[config.mk]
export PLATFORM = sky130hd
export DESIGN_NAME = uart_rx_flat
export DESIGN_NICKNAME = d
export VERILOG_FILES = /design/src/rtl/uart_pkg.sv /design/src/rtl/uart_rx_if.sv /design/src/rtl/uart_baud_tick.sv /design/src/rtl/uart_rx.sv /design/src/flat_wrapper.sv
export SDC_FILE = /design/constraint.sdc
export NUM_CORES = 1
export LEC_CHECK = 0
export CAP_MARGIN = 10
export CORE_MARGIN = 4
export CORE_UTILIZATION = 59
export DETAILED_ROUTE_END_ITERATION = 12
export GPL_TIMING_DRIVEN = 0
export PLACE_DENSITY = 0.82
export SETUP_SLACK_MARGIN = 0.4
export SYNTH_ARGS = -nofsm -noshare
export SYNTH_HDL_FRONTEND = slang
export SYNTH_SLANG_ARGS = --single-unit
[constraint.sdc]
create_clock -name clk -period 2.7 [get_ports clk]
set_input_delay 0.54 -clock clk [delete_from_list [all_inputs] [get_ports clk]]
set_output_delay 0.54 -clock clk [all_outputs]
set_load 0.01 [all_outputs]
[src/rtl/uart_pkg.sv]
// Shared UART definitions: FSM state encoding (common with the transmitter)
// and the oversample divider computation.
package uart_pkg;

    typedef enum logic [1:0] {
        ST_IDLE  = 2'd0,
        ST_START = 2'd1,
        ST_DATA  = 2'd2,
        ST_STOP  = 2'd3
    } uart_state_e;

    // Clocks per oversample tick, truncated, never below one.
    function automatic int calc_div(input int clk_freq, input int baud_rate, input int ovs);
        int div_s;
        div_s = clk_freq / (baud_rate * ovs);
        if (div_s < 1) begin
            return 1;
        end else begin
            return div_s;
        end
    endfunction

endpackage

[src/rtl/uart_rx_if.sv]
// Receiver-side UART bundle: serial line in, byte/handshake and error pulses out.
interface uart_rx_if;
    logic       rx;
    logic       rx_ready;
    logic [7:0] rx_data;
    logic       rx_valid;
    logic       framing_err;
    logic       overrun;

    modport master (input rx, input rx_ready,
                    output rx_data, output rx_valid, output framing_err, output overrun);
    modport slave  (output rx, output rx_ready,
                    input rx_data, input rx_valid, input framing_err, input overrun);
endinterface

[src/rtl/uart_baud_tick.sv]
// Free-running oversample tick generator: one-clk pulse every DIV clocks.
module uart_baud_tick #(
    parameter int DIV = 6
) (
    input  logic clk,
    input  logic rst,
    output logic tick
);
    localparam int            CW   = (DIV > 1) ? $clog2(DIV) : 1;
    localparam logic [CW-1:0] LAST = CW'(DIV - 1);

    logic [CW-1:0] cnt_r;
    logic          tick_r;

    // Divider counter with registered tick output.
    always_ff @(posedge clk) begin
        if (rst) begin
            cnt_r  <= '0;
            tick_r <= 1'b0;
        end else if (cnt_r == LAST) begin
            cnt_r  <= '0;
            tick_r <= 1'b1;
        end else begin
            cnt_r  <= cnt_r + CW'(1);
            tick_r <= 1'b0;
        end
    end

    assign tick = tick_r;
endmodule

[src/rtl/uart_rx.sv]
// 8N1 UART receiver with oversampled mid-bit sampling, valid/ready output
// holding one byte, and framing/overrun error pulses.
module uart_rx
    import uart_pkg::*;
#(
    parameter int CLK_FREQ  = 1000000,
    parameter int BAUD_RATE = 9600,
    parameter int OVS       = 16
) (
    input  logic      clk,
    input  logic      rst,
    uart_rx_if.master bus
);
    localparam int            DIV      = calc_div(CLK_FREQ, BAUD_RATE, OVS);
    localparam int            TW       = $clog2(OVS);
    localparam logic [TW-1:0] MID_TICK = TW'(OVS / 2 - 1);
    localparam logic [TW-1:0] BIT_TICK = TW'(OVS - 1);

    localparam logic [1:0] IDLE  = ST_IDLE;
    localparam logic [1:0] START = ST_START;
    localparam logic [1:0] DATA  = ST_DATA;
    localparam logic [1:0] STOP  = ST_STOP;

    logic          sync1_r, sync2_r;
    logic          tick_s;
    logic [1:0]    state_r;
    logic          armed_r;
    logic [TW-1:0] tcnt_r;
    logic [2:0]    bcnt_r;
    logic [7:0]    shift_r;
    logic [7:0]    rx_data_r;
    logic          rx_valid_r;
    logic          framing_err_r;
    logic          overrun_r;
    logic          stop_sample_s, stop_ok_s, stop_bad_s;

    uart_baud_tick #(.DIV(DIV)) u_tick (
        .clk  (clk),
        .rst  (rst),
        .tick (tick_s)
    );

    // Two-flop synchronizer for the asynchronous line, idling high.
    always_ff @(posedge clk) begin
        if (rst) begin
            sync1_r <= 1'b1;
            sync2_r <= 1'b1;
        end else begin
            sync1_r <= bus.rx;
            sync2_r <= sync1_r;
        end
    end

    assign stop_sample_s = tick_s && (state_r == STOP) && (tcnt_r == BIT_TICK);
    assign stop_ok_s     = stop_sample_s && sync2_r;
    assign stop_bad_s    = stop_sample_s && !sync2_r;

    // Frame FSM; every advance happens on an oversample tick.
    always_ff @(posedge clk) begin
        if (rst) begin
            state_r <= IDLE;
            armed_r <= 1'b0;
            tcnt_r  <= '0;
            bcnt_r  <= 3'd0;
            shift_r <= 8'h00;
        end else if (tick_s) begin
            case (state_r)
                IDLE: begin
                    // A start edge only counts once the line was seen idle high.
                    if (sync2_r) begin
                        armed_r <= 1'b1;
                    end else if (armed_r) begin
                        state_r <= START;
                        tcnt_r  <= '0;
                    end
                end
                START: begin
                    if (tcnt_r == MID_TICK) begin
                        tcnt_r  <= '0;
                        bcnt_r  <= 3'd0;
                        state_r <= sync2_r ? IDLE : DATA;
                    end else begin
                        tcnt_r <= tcnt_r + TW'(1);
                    end
                end
                DATA: begin
                    if (tcnt_r == BIT_TICK) begin
                        tcnt_r  <= '0;
                        shift_r <= {sync2_r, shift_r[7:1]};
                        bcnt_r  <= bcnt_r + 3'd1;
                        if (bcnt_r == 3'd7) begin
                            state_r <= STOP;
                        end
                    end else begin
                        tcnt_r <= tcnt_r + TW'(1);
                    end
                end
                STOP: begin
                    if (tcnt_r == BIT_TICK) begin
                        tcnt_r  <= '0;
                        state_r <= IDLE;
                        if (!sync2_r) begin
                            armed_r <= 1'b0;
                        end
                    end else begin
                        tcnt_r <= tcnt_r + TW'(1);
                    end
                end
                default: begin
                    state_r <= IDLE;
                end
            endcase
        end
    end

    // Output holding register with valid/ready handshake and error pulses.
    always_ff @(posedge clk) begin
        if (rst) begin
            rx_data_r     <= 8'h00;
            rx_valid_r    <= 1'b0;
            framing_err_r <= 1'b0;
            overrun_r     <= 1'b0;
        end else begin
            framing_err_r <= stop_bad_s;
            overrun_r     <= 1'b0;
            if (stop_ok_s) begin
                if (!rx_valid_r || bus.rx_ready) begin
                    rx_data_r  <= shift_r;
                    rx_valid_r <= 1'b1;
                end else begin
                    overrun_r <= 1'b1;
                end
            end else if (rx_valid_r && bus.rx_ready) begin
                rx_valid_r <= 1'b0;
            end
        end
    end

    assign bus.rx_data     = rx_data_r;
    assign bus.rx_valid    = rx_valid_r;
    assign bus.framing_err = framing_err_r;
    assign bus.overrun     = overrun_r;
endmodule

[src/flat_wrapper.sv]
// flat-port wrapper written by rule: the top's interface ports become plain ports
module uart_rx_flat import uart_pkg::*;
#(
    parameter int CLK_FREQ  = 1000000,
    parameter int BAUD_RATE = 9600,
    parameter int OVS       = 16
)
  (clk, rst, bus_rx, bus_rx_ready, bus_rx_data, bus_rx_valid, bus_framing_err, bus_overrun);
  uart_rx_if bus_i ();
  input  logic clk;
  input  logic rst;
  input wire logic [$bits(bus_i.rx)-1:0] bus_rx;
  input wire logic [$bits(bus_i.rx_ready)-1:0] bus_rx_ready;
  output wire logic [$bits(bus_i.rx_data)-1:0] bus_rx_data;
  output wire logic [$bits(bus_i.rx_valid)-1:0] bus_rx_valid;
  output wire logic [$bits(bus_i.framing_err)-1:0] bus_framing_err;
  output wire logic [$bits(bus_i.overrun)-1:0] bus_overrun;
  assign bus_i.rx = bus_rx;
  assign bus_i.rx_ready = bus_rx_ready;
  assign bus_rx_data = bus_i.rx_data;
  assign bus_rx_valid = bus_i.rx_valid;
  assign bus_framing_err = bus_i.framing_err;
  assign bus_overrun = bus_i.overrun;
  uart_rx #(.CLK_FREQ(CLK_FREQ), .BAUD_RATE(BAUD_RATE), .OVS(OVS)) u_core (.clk(clk), .rst(rst), .bus(bus_i));
endmodule
# == After elaboration in Yosys (flattened, before gate mapping) ==
# Index checks and enable logic that the tools add are counted.
# totals
out_inout_bits,11
register_bits,35
mem_count,0
word_cells,80
ram_bits,0
inputBits,4
latch_bits,0
rom_bits,0
# classes
multipliers,0
mux,25
shift,0
n_addsub,3
eq_ne,16
div_mod_pow,0
magnitude_cmp,0
n_reduce_logical,22
bitwise,1
# op_table
op,count
two-way mux 4 bit,4
two-way mux 2 bit,7
case mux 4 bit (3 select lines),1
"inequality test 2 x 1 -> 1 bit, second input constant",5
two-way mux 1 bit,8
"inequality test 2 bit, second input constant",4
case mux 2 bit (4 select lines),1
AND reduction 7 bit,1
"adder 3 x 1 -> 3 bit, second input constant",2
"equality test 3 bit, second input constant",2
two-way mux 3 bit,2
case mux 3 bit (2 select lines),1
AND reduction 3 bit,2
nonzero test 2 bit,3
OR reduction 2 bit,3
logical AND 1 bit,5
AND reduction 5 bit,1
"adder 4 x 1 -> 4 bit, second input constant",1
"equality test 2 bit, second input constant",2
"equality test 4 x 3 -> 1 bit, second input constant",1
"equality test 4 bit, second input constant",1
AND reduction 2 bit,2
AND reduction 4 bit,1
"equality test 2 x 1 -> 1 bit, second input constant",1
other kinds (5),6

# == Logic depth before layout (Yosys ltp) ==
# Gate-level depths: netlist (run 1).
# logic_depth
word_depth,6
depth_mapped,7
mapped_depth_nobuf,6

# == Cells and area by module ==
# From an unflattened synthesis (run 1), not the netlist that was laid out.
# unflattened
cells_unflattened,149
area_unflattened_um2,1498.9
# by_module_without_submodules
mod,seq_area_each_um2,instances,area_per_inst_um2,cells_each
uart_rx,620.6,1,1343.8,134
uart_baud_tick,80.1,1,155.1,15

# == Worst setup path before layout (run 1) ==
# OpenSTA, ideal clock, no wires.
# synth_timing
path_kind,flip-flop to flip-flop
from,reg u_core.state_r[0]
to,reg u_core.state_r[0]
slack_ps,1146
setup_ps,91
synth_period_minus_slack_ps,1554
arrival_time_ps,1463
n_path_buf,1
path_stages_with_launch,8
t_required_ps,2609
path_cell_list,dfxtp_1 -> inv_1 -> ha_1 -> buf_2 -> nor3b_1 -> a41o_2 -> a31oi_1 -> a311oi_1
# synth_via
elab_chain_len,3
elab_cells_between_ends,12
classes_between,9 x eq/ne; 1 x mux; 2 x reduce/logical
# synth_lines
item,line_no,text
"start, declared",uart_rx.sv:26,logic [1:0] state_r;
"start signal, assigned",uart_rx.sv:81,state_r <= sync2_r ? IDLE : DATA;
equality test 2 bit (tied with other cells),uart_rx.sv:67,case (state_r)
inequality test 2 x 1 -> 1 bit (no source line) or inequality test 2 bit (tied branches),-,
AND reduction 7 bit (no source line),-,
# Several ways; a longest one is shown, not always the timed one.
# A chain may end at the register's enable or synchronous reset.

# == Worst setup path in the final report (run 1) ==
# layout_timing
from,reg u_core.tcnt_r[0]
to,"reg u_core.rx_data_r[6], in the netlist u_core.bus.rx_data[6]"
# layout_via
elab_chain_len,4
# layout_lines
item,line_no,text
"start, declared",uart_rx.sv:28,logic [TW-1:0] tcnt_r;
"start signal, assigned",uart_rx.sv:83,tcnt_r <= tcnt_r + TW'(1);
"start signal, assigned",uart_rx.sv:95,tcnt_r <= tcnt_r + TW'(1);
"start signal, assigned",uart_rx.sv:106,tcnt_r <= tcnt_r + TW'(1);
equality test 4 bit,uart_rx.sv:54,assign stop_sample_s = tick_s && (state_r == STOP) && (tcnt_r == BIT_TICK);
logical AND 1 bit,uart_rx.sv:54,
logical AND 1 bit,uart_rx.sv:55,assign stop_ok_s = stop_sample_s && sync2_r;
AND reduction 2 bit (no source line),-,
"end signal, assigned",uart_rx.sv:128,rx_data_r <= shift_r;
"end, declared",uart_rx.sv:31,logic [7:0] rx_data_r;
# Every way passes these cells.

==> results of run 1 <==
[through the flow]
step | hold WS, ps | util | power (mW)
detailed placement | 398 | 0.686 | 0.567
finish | 420 | 0.708 | 0.833
CTS | 425 | 0.708 | 0.839
global route | 437 | 0.708 | 0.870
global placement | 393 | 0.686 | 0.565
floorplan | 389 | - | 0.557
[power groups by stage]
stage | clock, mW | combinational (mW) | sequential, mW
after floorplan | 0 | 0.0193 | 0.538
after global placement | 0 | 0.0260 | 0.539
after detailed placement | 0 | 0.0278 | 0.540
after CTS | 0.283 | 0.0282 | 0.528
after global routing | 0.308 | 0.0324 | 0.529
final | 0.277 | 0.0281 | 0.528
[Yosys cell counts, drive strengths merged, types with 2 or more instances]
cell,count,area [sq um]
dfxtp,35,701
nor2,17,63.8
a21oi,16,80.1
nand2,14,52.6
nand3,12,60.1
mux2i,10,100
ha,9,113
nor3,6,30.0
o21ai,6,30.0
buf,5,37.5
clkbuf,5,18.8
inv,5,18.8
nand2b,4,25.0
nand4,3,18.8
and4,2,17.5
nand3b,2,15.0
nand4b,2,17.5
nor2b,2,12.5
o31ai,2,15.0
or2,2,12.5
[path summary, 6_finish.rpt]
kind / to
setup / recovery: u_core.bus.rx_data[6]
hold / removal: u_core.sync2_r
setup reg to reg: u_core.bus.rx_data[6]
hold reg to reg: u_core.sync2_r
[logic make-up after synthesis]
| logic type | after synthesis | synth area share |
|---|---|---|
| adders and majority gates | 9 | 0.0743 |
| DFF | 35 | 0.462 |
| AOI/OAI and AO/OA | 31 | 0.123 |
| buffers and inverters | 15 | 0.0495 |
| xor gates and xnor gates | 1 | 0.00578 |
| and+or+nand+nor | 67 | 0.219 |
| muxes | 10 | 0.0660 |
[per-layer routing]
metal,track usage,wire length [um],vias to the layer above
li1,-,-,634
met1,0.246,1270,596
met2,0.344,1430,44
met3,0.0789,204,7
met4,0.0777,70,0
met5,0,0,-
[sequential cells by signal, summed over array words and instances, names as in the netlist, named ones only]
register,cells
u_core.armed_r,1
u_core.bcnt_r,3
u_core.bus.framing_err,1
u_core.bus.overrun,1
u_core.bus.rx_data,8
u_core.bus.rx_valid,1
u_core.shift_r,8
u_core.state_r,1
u_core.sync1_r,1
u_core.sync2_r,1
u_core.tcnt_r,4
u_core.u_tick.cnt_r,3
u_core.u_tick.tick,1
[worst reg2reg max path: cells and delay by family (launching register included)]
family / cells / cell delay [ps]
simple gates: 3 / 580
flops: 1 / 390
fa+ha+maj: 1 / 310
mux: 1 / 240
buf+inv: 1 / 160
[cells in the final DEF, fill, tap and decap left out, drive strengths merged]
| cell | instances |
|---|---|
| nand3 | 12 |
| mux2i | 10 |
| clkdlybuf4s50 | 13 |
| nand2 | 14 |
| dfxtp | 35 |
| a41o | 1 |
| or2 | 2 |
| nand4 | 3 |
| o31ai | 2 |
| nand4b | 2 |
| clkinv | 1 |
| and4 | 2 |
| nand3b | 2 |
| a41oi | 1 |
| o211ai | 1 |
| inv | 5 |
| buf | 5 |
| nor3b | 1 |
| nor3 | 6 |
| a21oi | 16 |
| o21ai | 6 |
| clkbuf | 11 |
| a32oi | 1 |
| nand2b | 4 |
| clkinvlp | 1 |
| nor2 | 17 |
| a311oi | 1 |
| nor2b | 2 |
| xor2 | 1 |
| a31oi | 1 |
| a21bo | 1 |
| ha | 9 |
[layout make-up]
cell class / instances / area (sq um) / area share
flip-flops and latches: 35 / 701 / 0.403
well taps: 30 / 37.5 / 0.0216
multi-input cells: 118 / 741 / 0.426
inverters: 5 / 18.8 / 0.0108
clock buffers: 6 / 41.3 / 0.0238
clock inverters: 2 / 12.5 / 0.00720
repair buffers: 13 / 130 / 0.0749
plain buffers: 10 / 56.3 / 0.0324
==> results summary, run 1 <==
The flow ran to the end, and the final reports show no timing, DRC or antenna violations. The highest ir drop seen on vdd came out at 0.000435 V. The detailed placement HPWL came out at about 2100 um. Of the cells placed in the final design, the portion with a size suffix greater than 1 is 0.0847. The power density over the cells is around 480 nW/um^2.

At the pin with the least slew margin, the transition time is around 460 ps. Of the synthesized area, sequential elements account for 0.462. The cell area after placement is 1680 sq um. The wire length of the first global-routing pass is about 5400 um. The initial cell density of the core is 0.618. The delay of the slowest cell on the worst path came out at 390 ps. In this run the clock root is driven by a sky130_fd_sc_hd__clkbuf_4. The total placed cells including tap cells is 211. The path class of the tightest hold or removal check is register to register. The final routed DRC violation total is 0.

The die is a little under 60 um tall. The max-capacitance violation count came out at 0. The netlist area before placement is 1520 sq um. The latest clock arrival within the worst-skew pair is around 350 ps. The cell depth of the worst setup path came out at 6. Adding up every negative setup slack in the final design gives 0 ps. After filler insertion, the fill cell instance count of the layout stands at 190.

Measured in cells, the most critical reg-to-reg path has a length of 6. The startpoint identified for the worst hold timing path is u_core.sync1_r. The global placement routability congestion came out at around 0.85. The core area came out at around 2500 sq um. The worst setup path is of the register to register kind. The total overflow left after global routing is 0. The via density per instance came out at slightly below 6. The clock tree from TritonCTS is done. In the synthesized netlist the dominant register cell turns out to be sky130_fd_sc_hd__dfxtp_1. The gate count of the mapped netlist came out at about 170. The power share of the combinational group came out at 0.034.

In this run the worst path has a maximum fanout of 8. The first detailed-routing pass ran for 4 iterations. The final design area excluding fillers came out at between 1500 and 2000 sq um. The cts-stage hold buffer count came out at 0. The number of levels the H-tree was split into is 2. The static leakage power is 0.614 nW. At the worst endpoint, the required time is ~2900 ps. In this run, the number of DRC markers left after iteration 0 of detailed routing was 42. The initialized floorplan defines 18 standard-cell rows. Gates resized during post-CTS repair numbered 0. The slowest stage of the critical path is the sky130_fd_sc_hd__dfxtp_1 cell. Of the total power, the share spent switching nets is 0.238. The total number of nets in the final design came out at 201. The netlist uses 30 different library cells. The register bit total from synthesis is 35. The number of nets with antenna violations after routing is 0. The final non-filler cell total came out at roughly 220. The final worst-path cycle share is 0.663. Counting instances, the worst hold path has a depth of 1. Clock-pin slew was measured on the worst setup and hold paths at 100 ps.

Traced cell by cell, the critical path runs through ha_1, and4_1, and4_1, buf_6, mux2i_1, nor2_1. The clock buffer count from CTS is 5. The final number of setup-violating endpoints is 0.

The I/O pin total came out at 15. The pin count of the biggest net entering global routing came out at 12. The initial antenna violation count was 0.

Counting every net in the synthesized netlist gives 181. The buffer count from post-CTS setup fixing came out at 0. Of the total power, the clock network draws 0.332. Among cell families on the critical path, the largest total delay comes from simple AND/OR/NAND/NOR gates. The worst clock skew on the final layout is 12.9 ps. STA classifies the critical path endpoint as a register.

The total clock sinks is 35. The final setup slack of the worst path came out at around 900 ps. The wire length per cell came out at around 14 um.

Tracing the worst setup path back leads to its startpoint at u_core.tcnt_r[0]. The async set-reset flop share out of synthesis came out at 0. The worst path arrival time is ~2000 ps. The setup slack at placement is between 700 and 800 ps. The number of enable-type register cells in the synthesized netlist is 0. Counting stages on the worst path, the most repeated cell is sky130_fd_sc_hd__and4_1. The number of global-route vias before repair is 1228.

The switching power summed over all nets came out at between 0.15 and 0.2 mW. The count of pins over their slew limit came to 0. The final antenna diode count came out at 0. The width of the die is a little under 60 um. The smallest clock period supported by the final layout is computed as ~1800 ps.

The combined global-route utilization of all metal layers is 0.208. Setup repair after global routing left no endpoint under its margin. The internal power summed over all cells came out at approximately 0.63 mW. Static timing analysis puts the maximum clock frequency at about 560 MHz.

The total count of hold-check failures in the final report is 0. The number of buffers between clock root and the deepest sink came out at 2. The startpoint kind of the worst setup timing path is a register.

The sequential power share came out at 0.634. The origin of the critical flop-to-flop path is u_core.tcnt_r[0]. The total via count in the routed design is 1281. Across all register-to-register paths, the minimum setup slack is around 910 ps.

The total length of routed wires is 2980 um. Input and output buffers added on the ports amount to 13. The synthesized area divided by synthesized cell count came out at between 9 and 10 sq um. For this run, the number of Yosys warnings is 0. The worst relative slew slack came out at 0.694. The die area is about 3400 sq um.

Counting both buffers and inverters, the worst setup path holds a total of 1. The area growth from synthesis to layout came out at 14.6%.
Power figures use the tool's default switching activity.
==> inputs of run 2 (changes only) <==
CORE_UTILIZATION = 55   (was 59)
PLACE_DENSITY = 0.77   (was 0.82)
clock period = 1.9 ns   (was 2.7 ns; I/O delays follow)
==> results summary, run 2 (synthesis results as in run 1) <==
The flow ran to the end, and the final reports show no timing, DRC or antenna violations. The highest ir drop seen on vdd is 0.000581 V (+33%). The detailed placement HPWL is 2140 um (+3.0%). The path class of the tightest hold or removal check is register to register. From synthesis to final layout, the design area changed by 26.5%.

The global placement routability congestion came out at 0.784 (-7.3%). The core area is 2540 sq um (+3.7%). The data required time at the worst endpoint came out at 2140 ps (-780 ps).

The width of the die came out at 60.5 um (+3.1%). The final number of setup-violating endpoints is 0 (unchanged). The total via count in the routed design came to 1348 (+5.2%).

The final antenna diode count came to 0 (unchanged). The startpoint identified for the worst register-to-register timing path is u_core.state_r[0]. The final core area utilization is 0.754 (+0.0457). The worst relative slew slack came to 0.647 (-0.0467).

CTS placed an instance of sky130_fd_sc_hd__clkbuf_4 at the clock tree root. The worst clock skew on the final layout is 9.52 ps (-3.38 ps). The global route total overflow is 0 (unchanged).

The maximum clock rate is 626 MHz (+12%). In the layout the commonest cells are sky130_fd_sc_hd__dfxtp_1 (30), sky130_fd_sc_hd__nor2_1 (16), sky130_fd_sc_hd__nand2_1 (14), sky130_fd_sc_hd__a21oi_1 (14), sky130_fd_sc_hd__nand3_1 (12). The number of nets with antenna violations after routing is 0 (unchanged). The number of standard-cell rows in the floorplan is 18 (unchanged). The proportion of layout cells with a drive suffix above 1 is 0.234 (+0.149). The worst path arrival time came out at 1840 ps (-170 ps). The number of global-route vias before repair came out at 1233 (+0.41%). The total number of nets in the final design came out at 209 (+4.0%).

The final period demand of the worst path was 1600 ps (-191 ps). The initial cell density of the core came to 0.596 (-0.0219). The die outline height came out at 60.5 um (+3.1%). The combined global-route utilization of all metal layers came out at 0.203 (-0.00570).

The amount of wire on met2 after detailed routing is 1810 um (+26%). Leaving out fill and tap cells, the most frequent cell in the layout is sky130_fd_sc_hd__dfxtp_1. The largest fanout of any net on the critical path came out at 6 (-2). The count of pins over their slew limit was 0 (unchanged). The initial antenna violation count came out at 0 (unchanged). The wire length on met1 was 1530 um (+20%). The critical path in this run is classified as register to register. The pin count of the biggest net entering global routing came out at 13 (+1). The slew at the pin closest to its max-slew limit came out at 529 ps (+70.1 ps). The total clock sinks came out at 35 (unchanged). The clock-pin slew on the worst setup and hold paths was 120 ps (+20 ps).

The final routed DRC violation total came out at 0 (unchanged). The power density over the cells was 642 nW/um^2 (+34%). The overall power of the completed layout is 1.23 mW (+48%). The number of buffers between clock root and the deepest sink came out at 2 (unchanged).

The startpoint kind of the worst setup timing path is a register. The number of filler cells placed in the layout came out at 208 (+9.5%). The wire length per cell came out at 15.5 um (+14%).

The latest clock arrival within the worst-skew pair came out at 340 ps (about the same). Setup repair after global routing could not meet its margin everywhere. The worst hold path begins at u_core.sync1_r. The via density per instance was 5.94 (+1.5%).

The total length of routed wires is 3530 um (+18%). The static leakage power came out at 0.726 nW (+18%). Routed signal wires occupy layers up through met4. The worst setup path is captured at a register.

The aggregate negative setup slack is 0 ps (unchanged). The die area is 3660 sq um (+6.3%). The wire length of the first global-routing pass came out at 5520 um (+2.2%). The tightest hold margin came out at 428 ps (+8.08 ps).

The max-capacitance violation count came out at 0 (unchanged). The first-pass iteration count of the detailed router is 4 (unchanged). The total count of hold-check failures in the final report came to 0 (unchanged). The amount of wire on met3 after detailed routing is 151 um (-26%). The I/O pin total is 15 (unchanged). The depth of the most critical reg-to-reg path is 7 (+1). The number of buffer cells added on primary ports is 13 (unchanged). The worst-case register-to-register setup slack was 300 ps (-610 ps). TritonCTS built the clock tree.

The final worst-path cycle share came out at 0.841 (+0.178). The initial detailed-routing violation count was 81 (+93%). The worst hold path depth was 1 (unchanged). The clock buffer count from CTS came to 5 (unchanged). The cts-stage hold buffer count was 0 (unchanged). The most critical setup path has its startpoint at u_core.state_r[0]. The number of levels the H-tree was split into is 2 (unchanged).
## run 2: cell types whose count changed in the layout (fill, tap and decap cells not counted), sizes merged
cell,change
clkdlybuf4s50,-11
dlygate4sd2,+11
buf,+8
## run 2: worst paths after layout
path,to
worst max-delay path,u_core.state_r[0]
worst min-delay path,u_core.sync2_r
worst max register to register,u_core.state_r[0]
worst min register to register,u_core.sync2_r
## run 2: layout make-up
cell class / instances / area, sq um / area share
plain buffers: 10 / 66.3 / 0.0346
clock buffers: 6 / 51.3 / 0.0267
clock inverters: 2 / 16.3 / 0.00848
inverters: 5 / 18.8 / 0.00978
multi-input cells: 118 / 837 / 0.436
flip-flops and latches: 35 / 714 / 0.372
well taps: 30 / 37.5 / 0.0196
repair buffers: 21 / 176 / 0.0920
## run 2: power breakdown
group	internal (mW)	switching [mW]	leakage, nW
sequential	0.739	0.00635	0.286
combinational	0.0168	0.0243	0.405
clock	0.182	0.263	0.0345
total	0.938	0.294	0.726
## run 2: worst max-delay path, stage by stage (launching register included)
cell                       delay, ps
sky130_fd_sc_hd__dfxtp_2         370
sky130_fd_sc_hd__inv_2            50
sky130_fd_sc_hd__ha_4            150
sky130_fd_sc_hd__buf_6           130
sky130_fd_sc_hd__mux2i_4         160
sky130_fd_sc_hd__a41o_2          260
sky130_fd_sc_hd__a31oi_1         120
sky130_fd_sc_hd__a311oi_1        250
## run 2: layer usage
| layer | up-vias | track usage |
|---|---|---|
| met5 | - | 0 |
| met2 | 44 | 0.344 |
| met1 | 649 | 0.248 |
| li1 | 648 | - |
| met3 | 7 | 0.0511 |
| met4 | 0 | 0.0774 |
## run 2: through the flow
step           instance area [sq um]  setup slack [ps]  cells
4_1_cts                         1840               346    224
3_5_place_dp                    1690               144    211
6_report                        1920               302    227
3_3_place_gp                    1690               188    211
2_1_floorplan                   1530               400    168
5_1_grt                         1920               255    227
## run 2: what timing repair did
action	CTS	global route
buffers inserted	5	3
pin swaps	4	7
resized for setup	25	19
gates cloned	0	0
endpoints found under the setup margin	34	26
